==> src/rtl/divider_taint_track_bitwise_pkg.sv <==
// Shared definitions for the constant-time taint-tracking divider.
package divider_taint_track_bitwise_pkg;

   // Control FSM states.
   typedef enum logic [1:0] {
      StIdle = 2'd0,
      StIter = 2'd1,
      StDone = 2'd2
   } state_e;

   // Iteration counter width; kept at least one bit for degenerate widths.
   function automatic int unsigned cnt_width(input int unsigned width);
      return (width > 1) ? $clog2(width) : 1;
   endfunction

endpackage

==> src/rtl/divider_taint_track_bitwise_datapath.sv <==
// Restoring-division datapath: remainder/quotient/divisor registers, the trial
// subtractor evaluated every cycle, the result registers and the data taint bit.
module divider_taint_track_bitwise_datapath #(
   parameter int unsigned WIDTH = 4
) (
   input  logic             clk,
   input  logic             rst,
   input  logic             ld,
   input  logic             shift,
   input  logic             shift_t,
   input  logic             wr_out,
   input  logic             wr_out_t,
   input  logic [WIDTH-1:0] dividend,
   input  logic             dividend_t,
   input  logic [WIDTH-1:0] divisor,
   input  logic             divisor_t,
   output logic [WIDTH-1:0] quotient,
   output logic [WIDTH-1:0] remainder,
   output logic             res_t
);

   // The working remainder never exceeds the divisor, so WIDTH bits hold it;
   // the extra bit only exists on the shifted value feeding the subtractor.
   logic [WIDTH-1:0] rem_q, q_q, div_q;
   logic [WIDTH-1:0] quot_out_q, rem_out_q;
   logic             data_t_q, res_t_q;
   logic [WIDTH:0]   rem_sh, trial;
   logic [WIDTH-1:0] q_sh, rem_nx, q_nx;

   // One restoring step; the subtraction is always performed so timing is flat.
   always_comb begin
      rem_sh = {rem_q, q_q[WIDTH-1]};
      q_sh   = q_q << 1;
      trial  = rem_sh - {1'b0, div_q};
      rem_nx = rem_sh[WIDTH-1:0];
      q_nx   = q_sh;
      if (!trial[WIDTH]) begin
         rem_nx = trial[WIDTH-1:0];
         q_nx   = q_sh | {{(WIDTH-1){1'b0}}, 1'b1};
      end
   end

   // Working registers, result registers and data taint.
   always_ff @(posedge clk) begin
      if (rst) begin
         rem_q      <= '0;
         q_q        <= '0;
         div_q      <= '0;
         data_t_q   <= 1'b0;
         quot_out_q <= '0;
         rem_out_q  <= '0;
         res_t_q    <= 1'b0;
      end else begin
         if (ld) begin
            div_q    <= divisor;
            rem_q    <= '0;
            q_q      <= dividend;
            data_t_q <= dividend_t | divisor_t;
         end else if (shift) begin
            rem_q <= rem_nx;
            q_q   <= q_nx;
         end
         // Results take the final step's values on the same edge it completes.
         if (wr_out) begin
            quot_out_q <= q_nx;
            rem_out_q  <= rem_nx;
            res_t_q    <= data_t_q | shift_t | wr_out_t;
         end
      end
   end

   assign quotient  = quot_out_q;
   assign remainder = rem_out_q;
   assign res_t     = res_t_q;

endmodule

==> src/rtl/divider_taint_track_bitwise.sv <==
// Constant-time sequential restoring divider with one taint bit per bus.
// Top holds the control FSM, iteration counter and control taint.
module divider_taint_track_bitwise
   import divider_taint_track_bitwise_pkg::*;
#(
   parameter int unsigned WIDTH = 4
) (
   input  logic             clk,
   input  logic             rst,
   input  logic             start,
   input  logic             start_t,
   input  logic [WIDTH-1:0] dividend,
   input  logic             dividend_t,
   input  logic [WIDTH-1:0] divisor,
   input  logic             divisor_t,
   output logic [WIDTH-1:0] quotient,
   output logic             quotient_t,
   output logic [WIDTH-1:0] remainder,
   output logic             remainder_t,
   output logic             quotientDone,
   output logic             quotientDone_t
);

   localparam int unsigned CntW = cnt_width(WIDTH);
   localparam logic [CntW-1:0] CntLast = CntW'(WIDTH - 1);

   state_e          state_q, state_d;
   logic [CntW-1:0] cnt_q, cnt_d;
   logic            ctrl_t_q, ctrl_t_d;
   logic            ld, ld_t, shift, shift_t, wr_out, wr_out_t;
   logic            res_t;

   // Control signal taints: loading follows start_t, everything after follows ctrlT.
   assign ld_t     = start_t;
   assign shift_t  = ctrl_t_q;
   assign wr_out_t = ctrl_t_q;

   // State, counter and control taint registers.
   always_ff @(posedge clk) begin
      if (rst) begin
         state_q  <= StIdle;
         cnt_q    <= '0;
         ctrl_t_q <= 1'b0;
      end else begin
         state_q  <= state_d;
         cnt_q    <= cnt_d;
         ctrl_t_q <= ctrl_t_d;
      end
   end

   // Next-state and control decode; the iteration count never depends on operands.
   always_comb begin
      state_d  = state_q;
      cnt_d    = cnt_q;
      ctrl_t_d = ctrl_t_q;
      ld       = 1'b0;
      shift    = 1'b0;
      wr_out   = 1'b0;
      unique case (state_q)
         StIdle, StDone: begin
            if (start) begin
               ld       = 1'b1;
               state_d  = StIter;
               cnt_d    = '0;
               ctrl_t_d = ld_t;
            end else begin
               if (state_q == StDone) state_d = StIdle;
               // A tainted start line makes "did an op begin" secret.
               if (start_t) ctrl_t_d = 1'b1;
            end
         end
         StIter: begin
            shift = 1'b1;
            if (cnt_q == CntLast) begin
               wr_out  = 1'b1;
               state_d = StDone;
            end else begin
               cnt_d = cnt_q + 1'b1;
            end
         end
         default: state_d = StIdle;
      endcase
   end

   divider_taint_track_bitwise_datapath #(
      .WIDTH(WIDTH)
   ) u_datapath (
      .clk        (clk),
      .rst        (rst),
      .ld         (ld),
      .shift      (shift),
      .shift_t    (shift_t),
      .wr_out     (wr_out),
      .wr_out_t   (wr_out_t),
      .dividend   (dividend),
      .dividend_t (dividend_t),
      .divisor    (divisor),
      .divisor_t  (divisor_t),
      .quotient   (quotient),
      .remainder  (remainder),
      .res_t      (res_t)
   );

   assign quotient_t     = res_t;
   assign remainder_t    = res_t;
   assign quotientDone   = (state_q == StDone);
   assign quotientDone_t = ctrl_t_q;

endmodule

==> config.mk <==
export PLATFORM = sky130hd
export DESIGN_NAME = divider_taint_track_bitwise
export DESIGN_NICKNAME = d
export VERILOG_FILES = /design/src/rtl/divider_taint_track_bitwise_pkg.sv /design/src/rtl/divider_taint_track_bitwise_datapath.sv /design/src/rtl/divider_taint_track_bitwise.sv
export SDC_FILE = /design/constraint.sdc
export NUM_CORES = 1
export LEC_CHECK = 0
export CORE_UTILIZATION = 29
export CTS_CLUSTER_SIZE = 16
export DETAILED_ROUTE_END_ITERATION = 8
export GPL_ROUTABILITY_DRIVEN = 0
export PLACE_DENSITY = 0.52
export RECOVER_POWER = 100
export SYNTH_ARGS = -nofsm -noshare
export SYNTH_HDL_FRONTEND = slang
export SYNTH_SLANG_ARGS = --single-unit
export TNS_END_PERCENT = 30
==> constraint.sdc <==
create_clock -name clk -period 4.1 [get_ports clk]
set_clock_uncertainty 0.2 [all_clocks]
set_input_delay 1.025 -clock clk [delete_from_list [all_inputs] [get_ports clk]]
set_output_delay 1.025 -clock clk [all_outputs]
set_load 0.01 [all_outputs]
==> results.sh, run 1 <==
export IMPL_die_height_microns=66.6
export IMPL_yosysUniqueCellTypes=27
export IMPL_synth_top_area_share_pct=44.7
export IMPL_dp_hpwl_microns=2100
export IMPL_htreeDepth=1
export IMPL_antenna_found_initial=0
export IMPL_setup_violations=0
export IMPL_hold_class="reg2reg"
export IMPL_synth_simple_area_share_pct=18.3
export IMPL_totalWireLength_microns=2660
export IMPL_cp_end_kind="flop"
export IMPL_ys_top_cells_by_area="dfxtp_1 (45%), nand2_1 (7.4%), a21oi_1 (6.6%)"
export IMPL_crit_path_top_delay_cell="dlygate4sd3_1"
export IMPL_drt_iter0_markers=47
export IMPL_p_leak_nw=0.604
export IMPL_ys_seq_area_share_pct=44.7
export IMPL_path_cells="dlygate4sd3_1 -> clkbuf_1 -> nor2_1 -> a22o_1"
export IMPL_start_util_pct=30.2
export IMPL_critPathMaxStageDelay_ns=0.87
export IMPL_rows=23
export IMPL_syn_area_sq_mm=0.00121
export IMPL_status="finished, final reports clean"
export IMPL_clk_pin_slew_ns=0.08
export IMPL_synth_top_family_by_area="compound AO/OA/AOI/OAI gates"
export IMPL_cts_hold_buf=0
export IMPL_seq_power_share_pct=53.7
export IMPL_synthesis_instances=141
export IMPL_drv_slew=0
export IMPL_cap_violations=0
export IMPL_worstPathArrival_ns=2.83
export IMPL_fmax_mhz=349
export IMPL_p_comb_share_pct=18.2
export IMPL_drt_wirelength_per_cell_microns=12.4
export IMPL_grt_pass1_wl_microns=4570
export IMPL_synth_seq_cells=27
export IMPL_p_int_mw=0.388
export IMPL_postCtsSetupRepairBufs=0
export IMPL_via_per_inst=4.73
export IMPL_worstSetupStartpointType="primary input"
export IMPL_required_ns=4.06
export IMPL_switchingPower_mw=0.142
export IMPL_track_usage_pct=14.0
export IMPL_worstSetupPathType="in2reg"
export IMPL_synth_fa_ha_area_share_pct=6.83
export IMPL_slew_headroom_pct=48.8
export IMPL_route_met2_wl_microns=1240
export IMPL_portBuffers=25
export IMPL_fin_tns_setup_ns=0
export IMPL_synthMuxAreaShare_pct=3.31
export IMPL_fin_nets=185
export IMPL_power_total_mw=0.529
export IMPL_top_layer="met4"
export IMPL_fin_util_pct=37.9
export IMPL_route_detailed_drc=0
export IMPL_post_route_period_util_pct=69.9
export IMPL_yosys_warnings=0
export IMPL_rsz0062_at_grt="no"
export IMPL_wl_met3_microns=80
export IMPL_ant_nets=0
export IMPL_power_density_mw_per_mm2=349
export IMPL_layout_commonest_cell="dfxtp_1"
export IMPL_p_clk_share_pct=28.0
export IMPL_synth_compound_area_share_pct=18.3
export IMPL_num_io_pins=26
export IMPL_diodes=0
export IMPL_wl_met1_microns=1320
export IMPL_final_layout_size_suffix_gt1_share_pct=2.44
export IMPL_layout_common_cells="dfxtp_1 (27), nand2_1 (24), nor2_1 (17), a21oi_1 (17), dlygate4sd3_1 (14)"
export IMPL_tightest_slew_ns=0.766
export IMPL_synthXorXnorAreaFrac_pct=3.72
export IMPL_numClockSinks=27
export IMPL_cts_root_buf="clkbuf_8"
export IMPL_ir_drop_v=0.000180
export IMPL_first_pass_iters=4
export IMPL_switching_share_pct=26.8
export IMPL_synth_nets=161
export IMPL_grt_pass1_vias=986
export IMPL_grt_max_degree=15
export IMPL_avgSynthCellArea_sq_um=8.58
export IMPL_via_count=1013
export IMPL_hold_viol_final=0
export IMPL_area_growth_pct=25.3
export IMPL_grt_overflow=0
export IMPL_numCtsBuffers=3
export IMPL_synth_top_area_cell="dfxtp_1"
export IMPL_cts_resized=0
export IMPL_crit_fanout=14
export IMPL_fin_crit_ns=2.87
export IMPL_die_w_microns=66.6
export IMPL_clk_latency_ns=0.27
export IMPL_cts_tree="built"
export IMPL_clockBufferDepth=2
export IMPL_die_area_sq_mm=0.00443
export IMPL_core_area_sq_mm=0.00400
-- registers in the layout, summed over array words and instances, names as in the netlist --
register / cells
u_datapath.res_t: 1
u_datapath.quotient: 4
quotientDone_t: 1
u_datapath.rem_q: 4
state_q: 2
u_datapath.remainder: 4
u_datapath.data_t_q: 1
u_datapath.q_q: 4
u_datapath.div_q: 4
cnt_q: 2
-- power groups by stage --
stage               clock network [mW]  registers (mW)  logic, mW
floorplan                            0           0.289     0.0743
global placement                     0           0.291      0.104
detailed placement                   0           0.291      0.106
CTS                              0.156           0.285      0.106
global route                     0.167           0.287      0.109
finish                           0.148           0.284     0.0966
-- metal layers --
metal,up-vias,GRT usage [%]
met2,15,22.7
met4,0,3.99
li1,528,-
met3,2,3.60
met5,-,0
met1,468,18.0
-- logic make-up after synthesis --
logic type               after synthesis
AO/OA/AOI/OAI                         34
AND/OR/NAND/NOR                       53
XOR/XNOR                               3
buffers and inverters                 14
adder cells (fa/ha/maj)                6
multiplexers                           4
flip-flops                            27
-- through the flow --
stage / area [sq um] / hold WS (ns) / setup slack, ns / cells
global placement: 1500 / 0.244 / 1.22 / 210
detailed placement: 1500 / 0.248 / 1.15 / 210
finish: 1520 / 0.251 / 1.23 / 214
floorplan: 1210 / 0.236 / 1.85 / 141
global route: 1520 / 0.290 / 1.07 / 214
CTS: 1540 / 0.261 / 1.44 / 214
-- cells in the mapped netlist, drive strengths merged --
master,instances
xnor2,1
a211oi,3
a221oi,1
nand2b,3
mux2i,4
a21oi,17
fa,1
dfxtp,27
nor2b,2
and2,1
a22o,4
ha,5
xor2,2
a22oi,4
nor3,6
nand2,24
buf,4
o21ai,3
clkbuf,3
inv,7
o211ai,1
a21boi,1
nor2,17
-- worst max-delay path: cells and delay by family --
kind / cells / cell delay (ns)
compound gates: 1 / 0.24
buf+inv: 2 / 1.37
simple gates: 1 / 0.18
-- final cells by class --
type | instances | area, sq um
well taps | 50 | 62.6
repair buffers | 26 | 254
inverters | 7 | 26.3
fillers | 411 | 2480
flip-flops and latches | 27 | 541
clock buffers | 4 | 45.0
multi-input cells | 100 | 588
-- worst paths after layout --
| check | startpoint | endpoint | slack (ns) | cells after the start |
|---|---|---|---|---|
| worst max-delay path | rst | u_datapath.remainder[0] | 1.23 | 4 |
| worst min-delay path | u_datapath.quotient[2] | u_datapath.quotient[2] | 0.25 | 2 |
| worst max register to register | u_datapath.q_q[3] | u_datapath.rem_q[2] | 1.33 | 8 |
| worst min register to register | u_datapath.quotient[2] | u_datapath.quotient[2] | 0.25 | 2 |
No activity file was read; power rests on OpenSTA's default activity.
==> run 2, diff against run 1 <==
==> constraint.sdc (replaced) <==
create_clock -name clk -period 2.7 [get_ports clk]
set_clock_uncertainty 0.2 [all_clocks]
set_input_delay 0.675 -clock clk [delete_from_list [all_inputs] [get_ports clk]]
set_output_delay 0.675 -clock clk [all_outputs]
set_load 0.01 [all_outputs]
==> run 2 against run 1 <==
Non-clock buffer count rose by 3. Register-to-register slack got worse by 1.1 ns. Critical path type is now reg2reg. Combinational power rose by 60%. Worst hold slack improved by 0.0044 ns. Design area grew 2.0%. Sequential share of layout area is 0.69 points lower. Highest routed layer unchanged. Die area did not move. Sequential cell count stayed put. Cell count rose by 1.4%. First-iteration DRC count is 8.5% lower.
==> results.sh, run 2 (synthesis gave the netlist of run 1 again) <==
export IMPL_status="finished, final reports clean"
export IMPL_dp_hpwl_microns=2070
export IMPL_portBuffers=25
export IMPL_design_area_sq_mm=0.00155
export IMPL_rows=23
export IMPL_crit_fanout=6
export IMPL_clk_latency_ns=0.27
export IMPL_die_height_microns=66.6
export IMPL_hold_viol_final=0
export IMPL_start_util_pct=30.2
export IMPL_grt_max_degree=17
export IMPL_totalWireLength_microns=2790
export IMPL_grt_pass1_wl_microns=4660
export IMPL_cap_violations=0
export IMPL_die_w_microns=66.6
export IMPL_grt_busiest_layer="met2"
export IMPL_area_growth_pct=27.8
export IMPL_core_area_sq_mm=0.00400
export IMPL_die_area_sq_mm=0.00443
export IMPL_grt_overflow=0
export IMPL_numClockSinks=27
export IMPL_cts_hold_buf=0
export IMPL_via_per_inst=4.74
export IMPL_post_place_ws_ns=0.292
export IMPL_layout_commonest_cell="dfxtp_1"
export IMPL_dp_cells=213
export IMPL_htreeDepth=1
export IMPL_grt_use_met1_pct=17.4
export IMPL_grt_pass1_vias=1023
export IMPL_worstSetupPathType="reg2reg"
export IMPL_crit_path_end="u_datapath.rem_q[1]"
export IMPL_fin_tns_setup_ns=0
export IMPL_cts_resized=0
export IMPL_r2r_end="u_datapath.rem_q[1]"
export IMPL_antenna_found_initial=0
export IMPL_via_count=1028
export IMPL_power_density_mw_per_mm2=531
export IMPL_clk_pin_slew_ns=0.09
export IMPL_use_met3_pct=2.74
export IMPL_post_route_period_util_pct=91.9
export IMPL_ant_nets=0
export IMPL_worstPathArrival_ns=2.51
export IMPL_numCtsBuffers=3
export IMPL_fin_util_pct=38.7
export IMPL_reg2reg_slack_ns=0.22
export IMPL_drv_slew=0
export IMPL_ir_drop_v=0.000272
export IMPL_required_ns=2.73
export IMPL_final_layout_size_suffix_gt1_share_pct=4.79
export IMPL_fin_cells=217
export IMPL_r2r_start="u_datapath.q_q[3]"
export IMPL_first_pass_iters=4
export IMPL_rsz0062_at_grt="no"
export IMPL_use_met2_pct=24.2
export IMPL_slew_headroom_pct=48.2
export IMPL_fin_crit_ns=2.48
export IMPL_worstSetupStartpointType="flop"
export IMPL_cts_root_buf="clkbuf_8"
export IMPL_cts_tree="built"
export IMPL_diodes=0
export IMPL_num_io_pins=26
export IMPL_postCtsSetupRepairBufs=0
export IMPL_tightest_slew_ns=0.777
export IMPL_reg2reg_depth=8
export IMPL_fin_nets=188
export IMPL_track_usage_pct=14.2
export IMPL_fmax_mhz=403
export IMPL_layout_common_cells="dfxtp_1 (27), nand2_1 (24), nor2_1 (17)"
export IMPL_placed_area_sq_mm=0.00152
export IMPL_p_leak_nw=0.618
export IMPL_drt_iter0_markers=43
export IMPL_cp_end_kind="flop"
export IMPL_critPathLaunch="u_datapath.q_q[3]"
export IMPL_clockBufferDepth=2
export IMPL_fin_ws_ns=0.219
export IMPL_route_detailed_drc=0
export IMPL_setup_violations=0
export IMPL_drt_wirelength_per_cell_microns=12.8
export IMPL_hold_class="reg2reg"
run 2: changes by cell type in the layout (fill, tap and decap cells not counted), sizes merged:
cell,delta
buf,+2
clkbuf,+1
run 2: worst min-delay path by stage:
| stage | cells after the start | slack [ns] | start | endpoint |
|---|---|---|---|---|
| after global routing | 2 | 0.28 | u_datapath.quotient[3] | u_datapath.quotient[3] |
| after global placement | 2 | 0.25 | u_datapath.quotient[1] | u_datapath.quotient[1] |
| final | 2 | 0.26 | u_datapath.quotient[0] | u_datapath.quotient[0] |
| after detailed placement | 2 | 0.25 | u_datapath.quotient[3] | u_datapath.quotient[3] |
| after CTS | 2 | 0.26 | u_datapath.quotient[3] | u_datapath.quotient[3] |
| after floorplan | 2 | 0.24 | u_datapath.div_q[2] | u_datapath.div_q[2] |
run 2: per-layer routing:
metal | wire length, microns | vias to the layer above
met4 | 39 | 0
met5 | 0 | -
met1 | 1380 | 483
met3 | 71 | 4
li1 | - | 528
met2 | 1290 | 13
run 2: power by group:
group          internal [mW]  switching, mW  total [mW]
combinational         0.0717         0.0834       0.155
clock                  0.106          0.127       0.233
sequential             0.417         0.0158       0.432
total                  0.594          0.226       0.821
run 2: cell type report:
type	instances	area [sq um]
Fill cell	410	2450
Sequential cell	27	541
Clock buffer	4	45.0
Multi-Input combinational cell	100	599
Tap cell	50	62.6
Timing Repair Buffer	29	273
Inverter	7	26.3
run 2: critical path, stage by stage (launching register included):
cell and delay, ns:
dfxtp_1 0.34, inv_1 0.06, ha_1 0.20, fa_1 0.40, nand2b_1 0.17, a21oi_2 0.17, xor2_2 0.36, mux2i_1 0.34
a22o_1 0.19
run 2: metrics by stage:
step	total power, mW	hold slack, ns
after floorplan	0.552	0.236
after global placement	0.600	0.245
after detailed placement	0.605	0.250
after CTS	0.837	0.263
after global routing	0.865	0.278
final	0.821	0.256
